==> src/rtl/key_scan_pkg.sv <==
// -----------------------------------------------------------------------------
// key_scan_pkg
// Shared definitions for the keypad scanner and its consumers.
//   KEY_NONE          : code used for "no key" (scan result and initial key_value)
//   KEY_* operators   : operator key codes used by the calculator datapath
//   scan_state_e      : debounce FSM state encoding
//   min_code()        : smaller of two key codes (KEY_NONE loses to any real key)
//   is_operator()     : 1 when a code is one of the operator keys
// -----------------------------------------------------------------------------
package key_scan_pkg;

    localparam logic [4:0] KEY_NONE  = 5'd31;

    localparam logic [4:0] KEY_ADD   = 5'd3;
    localparam logic [4:0] KEY_MINUS = 5'd7;
    localparam logic [4:0] KEY_MUL   = 5'd11;
    localparam logic [4:0] KEY_RESET = 5'd12;
    localparam logic [4:0] KEY_EQUAL = 5'd14;
    localparam logic [4:0] KEY_DIV   = 5'd15;

    typedef enum logic [1:0] {
        ST_IDLE     = 2'd0,
        ST_DEBOUNCE = 2'd1,
        ST_HELD     = 2'd2,
        ST_RELEASE  = 2'd3
    } scan_state_e;

    function automatic logic [4:0] min_code(input logic [4:0] a, input logic [4:0] b);
        return (a < b) ? a : b;
    endfunction

    function automatic logic is_operator(input logic [4:0] code);
        return (code == KEY_ADD)   || (code == KEY_MINUS) || (code == KEY_MUL) ||
               (code == KEY_RESET) || (code == KEY_EQUAL) || (code == KEY_DIV);
    endfunction

endpackage

==> src/rtl/key_scan_sync2.sv <==
// -----------------------------------------------------------------------------
// key_scan_sync2
// Width-parameterised two-flop synchronizer for asynchronous level inputs.
//   clk    in          sampling clock
//   rst    in          synchronous reset, active-high (flops load RST_VAL)
//   d_i    in  WIDTH   asynchronous input
//   q_o    out WIDTH   synchronized output (two clk of latency)
// -----------------------------------------------------------------------------
module key_scan_sync2 #(
    parameter int              WIDTH   = 4,
    parameter logic [WIDTH-1:0] RST_VAL = '1
) (
    input  logic             clk,
    input  logic             rst,
    input  logic [WIDTH-1:0] d_i,
    output logic [WIDTH-1:0] q_o
);

    logic [WIDTH-1:0] meta_q;
    logic [WIDTH-1:0] sync_q;

    always_ff @(posedge clk) begin
        if (rst) begin
            meta_q <= RST_VAL;
            sync_q <= RST_VAL;
        end else begin
            meta_q <= d_i;
            sync_q <= meta_q;
        end
    end

    assign q_o = sync_q;

endmodule

==> src/rtl/key_scan.sv <==
// -----------------------------------------------------------------------------
// key_scan
// 4x4 matrix keypad scanner with debounce. Walks a single low column across
// the keypad, samples the rows, reduces each full scan to one code (lowest
// pressed key wins) and debounces presses and releases over whole scans.
// One strobe per physical press, no auto-repeat.
//   clk        in   1  system clock
//   rst        in   1  synchronous reset, active-high
//   row_in     in   4  keypad rows, active-low, asynchronous to clk
//   col_out    out  4  column drive, exactly one bit low
//   key_value  out  5  last accepted key code (31 until the first press)
//   flag       out  1  one-cycle pulse when key_value takes a new press
// -----------------------------------------------------------------------------
module key_scan
    import key_scan_pkg::*;
#(
    parameter logic [15:0] SCAN_DIV       = 16'd50000,
    parameter logic [3:0]  DEBOUNCE_SCANS = 4'd4
) (
    input  logic       clk,
    input  logic       rst,
    input  logic [3:0] row_in,
    output logic [3:0] col_out,
    output logic [4:0] key_value,
    output logic       flag
);

    // ---------------------------------------------------------------- rows
    logic [3:0] row_sync;

    key_scan_sync2 #(
        .WIDTH   (4),
        .RST_VAL (4'hF)
    ) u_row_sync (
        .clk (clk),
        .rst (rst),
        .d_i (row_in),
        .q_o (row_sync)
    );

    // ------------------------------------------------- divider and columns
    logic [15:0] div_q, div_d;
    logic [1:0]  col_q, col_d;
    logic        tick;

    assign tick = (div_q == (SCAN_DIV - 16'd1));

    always_comb begin
        div_d = tick ? 16'd0 : (div_q + 16'd1);
        col_d = tick ? (col_q + 2'd1) : col_q;
    end

    assign col_out = ~(4'b0001 << col_q);

    // ----------------------------------------------------- priority encode
    // Within one column the lowest row gives the lowest code, and across the
    // scan a running minimum keeps the lowest code seen so far.
    logic [4:0] row_code [4];
    logic [4:0] col_code;
    logic [4:0] acc_q, acc_d;
    logic [4:0] merged_code;
    logic       scan_done;

    for (genvar gi = 0; gi < 4; gi++) begin : g_row
        assign row_code[gi] = row_sync[gi] ? KEY_NONE : {1'b0, 2'(gi), col_q};
    end

    always_comb begin
        col_code    = min_code(min_code(row_code[0], row_code[1]),
                               min_code(row_code[2], row_code[3]));
        // Column 0 opens a new scan, so the previous scan's result is dropped.
        merged_code = min_code((col_q == 2'd0) ? KEY_NONE : acc_q, col_code);
        acc_d       = tick ? merged_code : acc_q;
        scan_done   = tick && (col_q == 2'd3);
    end

    // ------------------------------------------------------- debounce FSM
    scan_state_e state_q, state_d;
    logic [4:0]  cand_q, cand_d;
    logic [3:0]  cnt_q, cnt_d;
    logic [3:0]  cnt_inc;
    logic [4:0]  key_value_q, key_value_d;
    logic        flag_q, flag_d;

    always_comb begin
        state_d     = state_q;
        cand_d      = cand_q;
        cnt_d       = cnt_q;
        key_value_d = key_value_q;
        flag_d      = 1'b0;
        cnt_inc     = cnt_q + 4'd1;

        if (scan_done) begin
            case (state_q)
                ST_IDLE: begin
                    if (merged_code != KEY_NONE) begin
                        state_d = ST_DEBOUNCE;
                        cand_d  = merged_code;
                        cnt_d   = 4'd1;
                    end
                end
                ST_DEBOUNCE: begin
                    if (merged_code == KEY_NONE) begin
                        state_d = ST_IDLE;
                    end else if (merged_code == cand_q) begin
                        cnt_d = cnt_inc;
                        if (cnt_inc == DEBOUNCE_SCANS) begin
                            state_d     = ST_HELD;
                            key_value_d = cand_q;
                            flag_d      = 1'b1;
                        end
                    end else begin
                        // A different key restarts the count on the new code.
                        cand_d = merged_code;
                        cnt_d  = 4'd1;
                    end
                end
                ST_HELD: begin
                    // Key changes while held are ignored; only a clear scan
                    // starts release debouncing.
                    if (merged_code == KEY_NONE) begin
                        state_d = ST_RELEASE;
                        cnt_d   = 4'd1;
                    end
                end
                ST_RELEASE: begin
                    if (merged_code == KEY_NONE) begin
                        cnt_d = cnt_inc;
                        if (cnt_inc == DEBOUNCE_SCANS) begin
                            state_d = ST_IDLE;
                        end
                    end else begin
                        state_d = ST_HELD;
                    end
                end
                default: begin
                    state_d = ST_IDLE;
                end
            endcase
        end
    end

    // ----------------------------------------------------------- registers
    always_ff @(posedge clk) begin
        if (rst) begin
            div_q       <= 16'd0;
            col_q       <= 2'd0;
            acc_q       <= KEY_NONE;
            state_q     <= ST_IDLE;
            cand_q      <= KEY_NONE;
            cnt_q       <= 4'd0;
            key_value_q <= KEY_NONE;
            flag_q      <= 1'b0;
        end else begin
            div_q       <= div_d;
            col_q       <= col_d;
            acc_q       <= acc_d;
            state_q     <= state_d;
            cand_q      <= cand_d;
            cnt_q       <= cnt_d;
            key_value_q <= key_value_d;
            flag_q      <= flag_d;
        end
    end

    assign key_value = key_value_q;
    assign flag      = flag_q;

endmodule
==> config.mk <==
export PLATFORM = sky130hd
export DESIGN_NAME = key_scan
export DESIGN_NICKNAME = d
export VERILOG_FILES = /design/src/rtl/key_scan_pkg.sv /design/src/rtl/key_scan_sync2.sv /design/src/rtl/key_scan.sv
export SDC_FILE = /design/constraint.sdc
export NUM_CORES = 1
export LEC_CHECK = 0
export CORE_ASPECT_RATIO = 0.8
export CORE_MARGIN = 5
export CORE_UTILIZATION = 53
export DETAILED_ROUTE_END_ITERATION = 16
export GPL_TIMING_DRIVEN = 0
export PLACE_DENSITY_LB_ADDON = 0.25
export SETUP_SLACK_MARGIN = 0.1
export SYNTH_ARGS = -nofsm -noshare
export SYNTH_HDL_FRONTEND = slang
export SYNTH_SLANG_ARGS = --single-unit
==> constraint.sdc <==
create_clock -name clk -period 3.55 [get_ports clk]
set_input_delay 0.5325 -clock clk [delete_from_list [all_inputs] [get_ports clk]]
set_output_delay 0.5325 -clock clk [all_outputs]
set_load 0.01 [all_outputs]
==> run summary, run 1 <==
RSZ-0062 raised after global routing = true
Post-synth top flop = dfxtp_1
worst hold path type = reg -> reg
# clock sinks = 48
GRT Resource Usage Total = 0.166
CTS max path bufs = 2
status = finished, final reports clean
first-pass GRT wire length = 8.13 mm
simple-gate portion of the synthesized area = 0.237
CP max stage delay = 0.46 ns
CP Launch Type = flip-flop
Final Worst Setup Slack = 0.225 ns
Port-buffer cells = 14
hold depth = 1
syn nets = 292
clk root buf = clkbuf_8
IO Count = 16
measured slew at the worst slew-check pin = 0.544 ns
# setup viols final = 0
core box area = 4490 µm²
R2R depth = 14
asr flop ratio synth = 0
drt drc = 0
cts bufs inserted = 5
CTS H-Tree Depth = 2
CP arrival = 3.56 ns
Post-synth EDFFs = 0
Final Hold Vio Count = 0
Seq cells post-synth = 48
Final ANT Viol Nets = 0
Yosys top cell by area = dfxtp_1
WS Path Type = reg -> reg
CTS tree = done
number of max-cap violations = 0
setup TNS = 0 ns
DP HPWL = 3.51 mm
CP required = 3.78 ns
vias in the first global route = 1808
post-synthesis cell count = 275
DR pass1 iterations = 4
initial antenna violation count = 0
CP cell instances = inv_2, ha_4, or2_1, buf_2, ha_4, and4_1, o21a_1, or2_4, buf_6, o211a_4, or4_4, nor3b_4, buf_6, mux2i_1
Synth Area in XOR/XNOR = 0.0763
nets = 321
Util after Layout = 0.652
final WL = 5.11 mm
leading cell type in the layout, fill and taps excluded = dfxtp_1
final cell area excluding filler cells = 2930 µm²
final hold slack = 0.419 ns
Crit Path Max Fanout = 10
multi-input logic area = 1460 µm²
Seq/Total Area, Yosys = 0.399
GPL Wtd Cong = 0.921
LEAKAGE = 1.10 nW
synth warn = 0
crit end category = flip-flop
pwr dens = 356 nW/µm²
CP max-delay cell = or4_4
Max Freq = 301 MHz
Initial Util = 0.537
Adder-Cell Fraction of Synth Area = 0.0571
DP Worst Slack = -0.293 ns
clock-pin transition on the worst setup and hold timing paths = 0.09 ns
Compound-Gate Fraction of Synth Area = 0.126
DP Area = 2630 µm²
VDD IR-drop max = 0.264 mV
Area contributors post-synth = dfxtp_1 40%, nor2_1 7.2%, mux2i_1 5.8%
area grow syn2layout = 21.3%
routed len/inst = 14.0 µm
fin cells = 365
register area = 968 µm²
largest net degree at the start of global routing = 16
vias post-DR = 2018
top-area cell type share of the netlist area = 0.399
clk_lat worst skew = 0.30 ns
total grt overflow = 0
die area = 6010 µm²
Slew Viols, Final = 0
# rows = 22
Period Utilization, post-route = 0.937
Max Clock Skew = 0.00920 ns
Die Ht = 70.3 µm
DR iter-0 viols = 117
share of cells above drive strength 1 = 0.161
Post-Syn Area per Cell = 8.77 µm²
placed cell count = 349
post-synth cell types = 50
post-synthesis mux area share = 0.0581
most frequent cells in the layout = 46 x dfxtp_1, 44 x nor2_1, 16 x nand2_1
Mapped Area = 2410 µm²
main combinational cell family by area after synthesis = simple AND/OR/NAND/NOR gates
vias per inst = 5.53
Slew headroom = 0.635
number of diodes = 0
Die X = 85.4 µm
fillers = 380
min Tclk post-route = 3.33 ns
total power = 1.04 mW
## metal layers
metal	vias to the layer above	share of wire	track usage
met2	53	0.44	0.237
met5	-	0	0
met4	0	0.011	0.0475
met3	8	0.057	0.0377
met1	947	0.50	0.246
li1	1010	-	-
## final timing paths
kind                   startpoint           endpoint  slack [ns]
min          u_row_sync.meta_q[1]  u_row_sync.q_o[1]        0.42
max reg2reg              col_q[0]       key_value[3]        0.22
min reg2reg  u_row_sync.meta_q[1]  u_row_sync.q_o[1]        0.42
max                      col_q[0]       key_value[3]        0.22
## cells in the mapped netlist (2+ instances only)
cell and count:
dfxtp_1 48, nor2_1 46, inv_1 16, nand2_1 16, mux2i_1 14, ha_1 11, xor2_1 11, xnor2_1 10
or2_2 9, o21ai_0 8, clkbuf_1 7, nand3_1 7, nor3_1 6, a21oi_1 5, and3_1 5, nand4_1 5
a41oi_1 4, and2_1 3, and4_1 3, o211a_1 3, a211o_1 2, nor4b_1 2, o211ai_1 2, o21ai_1 2
o2bb2ai_1 2, o311ai_1 2, o31ai_1 2, or2_1 2
## power breakdown
group / internal, mW / switching (mW) / total, mW
Combinational: 0.0692 / 0.0844 / 0.154
Sequential: 0.543 / 0.00415 / 0.548
Clock: 0.158 / 0.182 / 0.340
Total: 0.770 / 0.271 / 1.04
## registers in the layout, summed over array words and instances, names as in the netlist, named ones only
| signal | flops |
|---|---|
| col_q | 2 |
| acc_q | 5 |
| cnt_q | 4 |
| cand_q | 5 |
| key_value | 5 |
| div_q | 16 |
| u_row_sync.q_o | 4 |
| state_q | 1 |
| flag | 1 |
| u_row_sync.meta_q | 4 |
## cell type report
class	instances	share of cell area
timing repair buffer	22	0.0697
clock buffer	6	0.0282
sequential	48	0.331
inverter	17	0.0218
buffer	10	0.0197
tap	60	0.0257
clock inverter	2	0.00513
multi-input combinational	200	0.499
## logic make-up after synthesis
group	after synthesis
compound gates	41
xor+xnor	21
fa+ha+maj	11
buf+inv	27
flops	48
mux	14
simple gates	113
## worst max-delay path, delay by kind of cell (launching register included)
| family | cells | cell delay (ns) |
|---|---|---|
| flops | 1 | 0.36 |
| simple gates | 5 | 1.39 |
| mux | 1 | 0.18 |
| buf+inv | 4 | 0.54 |
| compound gates | 2 | 0.37 |
| fa+ha+maj | 2 | 0.44 |
## timing repair
item,4_1_cts,5_1_grt
endpoints found under the hold margin,0,0
pin swaps,4,7
setup endpoints to repair,17,15
resized for setup,12,15
hold buffers,0,0
setup buffers,3,5
Power figures use the tool's default switching activity.
==> inputs of run 2 (changes only) <==
--- a/config.mk
+++ b/config.mk
@@ -7,10 +7,12 @@
 export LEC_CHECK = 0
 export CORE_ASPECT_RATIO = 0.8
 export CORE_MARGIN = 5
-export CORE_UTILIZATION = 53
+export CORE_UTILIZATION = 56
 export DETAILED_ROUTE_END_ITERATION = 16
+export DONT_BUFFER_PORTS = 1
 export GPL_TIMING_DRIVEN = 0
 export PLACE_DENSITY_LB_ADDON = 0.25
+export REMOVE_ABC_BUFFERS = 1
 export SETUP_SLACK_MARGIN = 0.1
 export SYNTH_ARGS = -nofsm -noshare
 export SYNTH_HDL_FRONTEND = slang
==> run summary, run 2 (same netlist as run 1, synthesis figures left out) <==
R2R depth = 12
Slew headroom = 0.527
worst hold path type = in -> reg
CTS tree = done
total power = 1.14 mW
Util after Layout = 0.647
clk_lat worst skew = 0.31 ns
routed len/inst = 14.6 µm
Initial Util = 0.577
DR iter-0 viols = 77
DR pass1 iterations = 4
# clock sinks = 48
CP max stage delay = 0.58 ns
CP Launch Type = flip-flop
vias per inst = 5.66
number of diodes = 0
# rows = 21
Final ANT Viol Nets = 0
pwr dens = 421 nW/µm²
number of flip-flops in the largest register = 16
cts bufs inserted = 5
area grow syn2layout = 12.1%
Slew Viols, Final = 0
die area = 5730 µm²
GRT Resource Usage Total = 0.187
CP arrival = 3.57 ns
RR Endpoint = key_value[4]
Final Hold Vio Count = 0
CP Depth = 12
final WL = 4.89 mm
Top reg by flops = div_q
DP HPWL = 3.28 mm
first-pass GRT wire length = 8.58 mm
Period Utilization, post-route = 0.940
CP Launch Point = col_q[0]
setup TNS = 0 ns
RSZ-0062 raised after global routing = false
leading cell type in the layout, fill and taps excluded = dfxtp_1
Crit Path Max Fanout = 7
Reg2Reg Setup Slack = 0.21 ns
Die X = 83.4 µm
min Tclk post-route = 3.34 ns
initial antenna violation count = 0
status = finished, final reports clean
largest net degree at the start of global routing = 36
clk root buf = clkbuf_8
clock-pin transition on the worst setup and hold timing paths = 0.08 ns
vias post-DR = 1890
crit end category = flip-flop
core box area = 4180 µm²
Die Ht = 68.7 µm
CP cell instances = inv_1, ha_4, or2_4, ha_1, and4_1, o21a_1, or2_4, o211a_1, or4_4, nor3b_4, buf_12, mux2i_1
nets = 294
Reg2Reg Launch Point = col_q[0]
placed cell count = 322
share of cells above drive strength 1 = 0.141
CTS max path bufs = 2
IO Count = 16
number of max-cap violations = 0
most numerous cell on the critical path = or2_4
Worst Setup EP = key_value[4]
Max Clock Skew = 0.00437 ns
total grt overflow = 0
Max Freq = 300 MHz
LEAKAGE = 1.03 nW
CTS H-Tree Depth = 2
WS Path Type = reg -> reg
# setup viols final = 0
vias in the first global route = 1899
crit path buf inv count = 2
Port-buffer cells = 0
VDD IR-drop max = 0.272 mV
drt drc = 0
GPL Wtd Cong = 0.927
CTS Hold Buffers Added = 0
CP max-delay cell = or4_4
most frequent cells in the layout = 46 x dfxtp_1, 44 x nor2_1, 16 x inv_1, 16 x nand2_1, 14 x mux2i_1
critical path's top delay family = simple AND/OR/NAND/NOR gates
CP required = 3.78 ns
fin cells = 334
measured slew at the worst slew-check pin = 0.701 ns
-- run 2: changes by cell type in the layout (fill, tap and decap cells not counted), moves of 2 or more --
cell / before / now
clkbuf_1: 6 / 0
buf_6: 3 / 0
inv_2: 2 / 0
clkinvlp_4: 2 / 0
bufinv_16: 0 / 2
or2_4: 1 / 3
buf_4: 8 / 4
clkdlybuf4s50_1: 14 / 0
inv_1: 14 / 16
-- run 2: worst min-delay path by stage --
stage,startpoint,to,depth (start not counted)
after floorplan,u_row_sync.meta_q[0],u_row_sync.q_o[0],1
after global placement,u_row_sync.meta_q[1],u_row_sync.q_o[1],1
after detailed placement,u_row_sync.meta_q[3],u_row_sync.q_o[3],1
after CTS,rst,col_q[1],1
after global routing,rst,col_q[1],1
final,rst,col_q[1],1
-- run 2: cell type report --
class | instances | area, µm²
clock buffers | 5 | 68.8
flip-flops and latches | 48 | 966
fillers | 364 | 1470
multi-input cells | 200 | 1420
inverters | 17 | 63.8
well taps | 57 | 71.3
repair buffers | 5 | 50.0
clock inverters | 2 | 60.1
-- run 2: metal layers --
| metal | wire, µm | global-route usage |
|---|---|---|
| met5 | 0 | 0 |
| met4 | 108 | 0.0878 |
| met3 | 230 | 0.0439 |
| met2 | 2240 | 0.328 |
| met1 | 2320 | 0.224 |
-- run 2: power by group --
part	internal, mW	switching (mW)
Sequential	0.544	0.00404
Combinational	0.0565	0.0743
Clock	0.277	0.182
Total	0.878	0.261
-- run 2: stage by stage --
| stage | cell area [µm²] | worst slack, ns | hold WS, ns |
|---|---|---|---|
| after floorplan | 2360 | 0.194 | 0.389 |
| after global placement | 2430 | -0.275 | 0.391 |
| after detailed placement | 2430 | -0.336 | 0.396 |
| after CTS | 2640 | 0.113 | 0.275 |
| after global routing | 2700 | 0.109 | 0.260 |
| final | 2700 | 0.214 | 0.281 |
-- run 2: worst register-to-register path, delay by kind of cell (launching register included) --
family / cells / cell delay [ns]
AND/OR/NAND/NOR: 5 / 1.56
flip-flops: 1 / 0.38
AO/OA/AOI/OAI: 2 / 0.38
adder cells (fa/ha/maj): 2 / 0.52
buffers and inverters: 2 / 0.25
multiplexers: 1 / 0.19
-- run 2: what timing repair did --
item | CTS | global route
pin swaps | 5 | 3
setup buffers | 4 | 1
gates cloned | 0 | 0
endpoints found under the setup margin | 17 | 15
resized for setup | 12 | 8
==> inputs of run 3 (changes only) <==
--- a/config.mk
+++ b/config.mk
@@ -5,15 +5,18 @@
 export SDC_FILE = /design/constraint.sdc
 export NUM_CORES = 1
 export LEC_CHECK = 0
+export ABC_CLOCK_PERIOD_IN_PS = 3550
 export CORE_ASPECT_RATIO = 0.8
 export CORE_MARGIN = 5
 export CORE_UTILIZATION = 56
+export CTS_CLUSTER_SIZE = 10
 export DETAILED_ROUTE_END_ITERATION = 16
 export DONT_BUFFER_PORTS = 1
 export GPL_TIMING_DRIVEN = 0
 export PLACE_DENSITY_LB_ADDON = 0.25
 export REMOVE_ABC_BUFFERS = 1
 export SETUP_SLACK_MARGIN = 0.1
+export SLEW_MARGIN = 20
 export SYNTH_ARGS = -nofsm -noshare
 export SYNTH_HDL_FRONTEND = slang
 export SYNTH_SLANG_ARGS = --single-unit
==> results of run 3 <==
The final DEF is identical to that of run 2; final timing and power are the same.
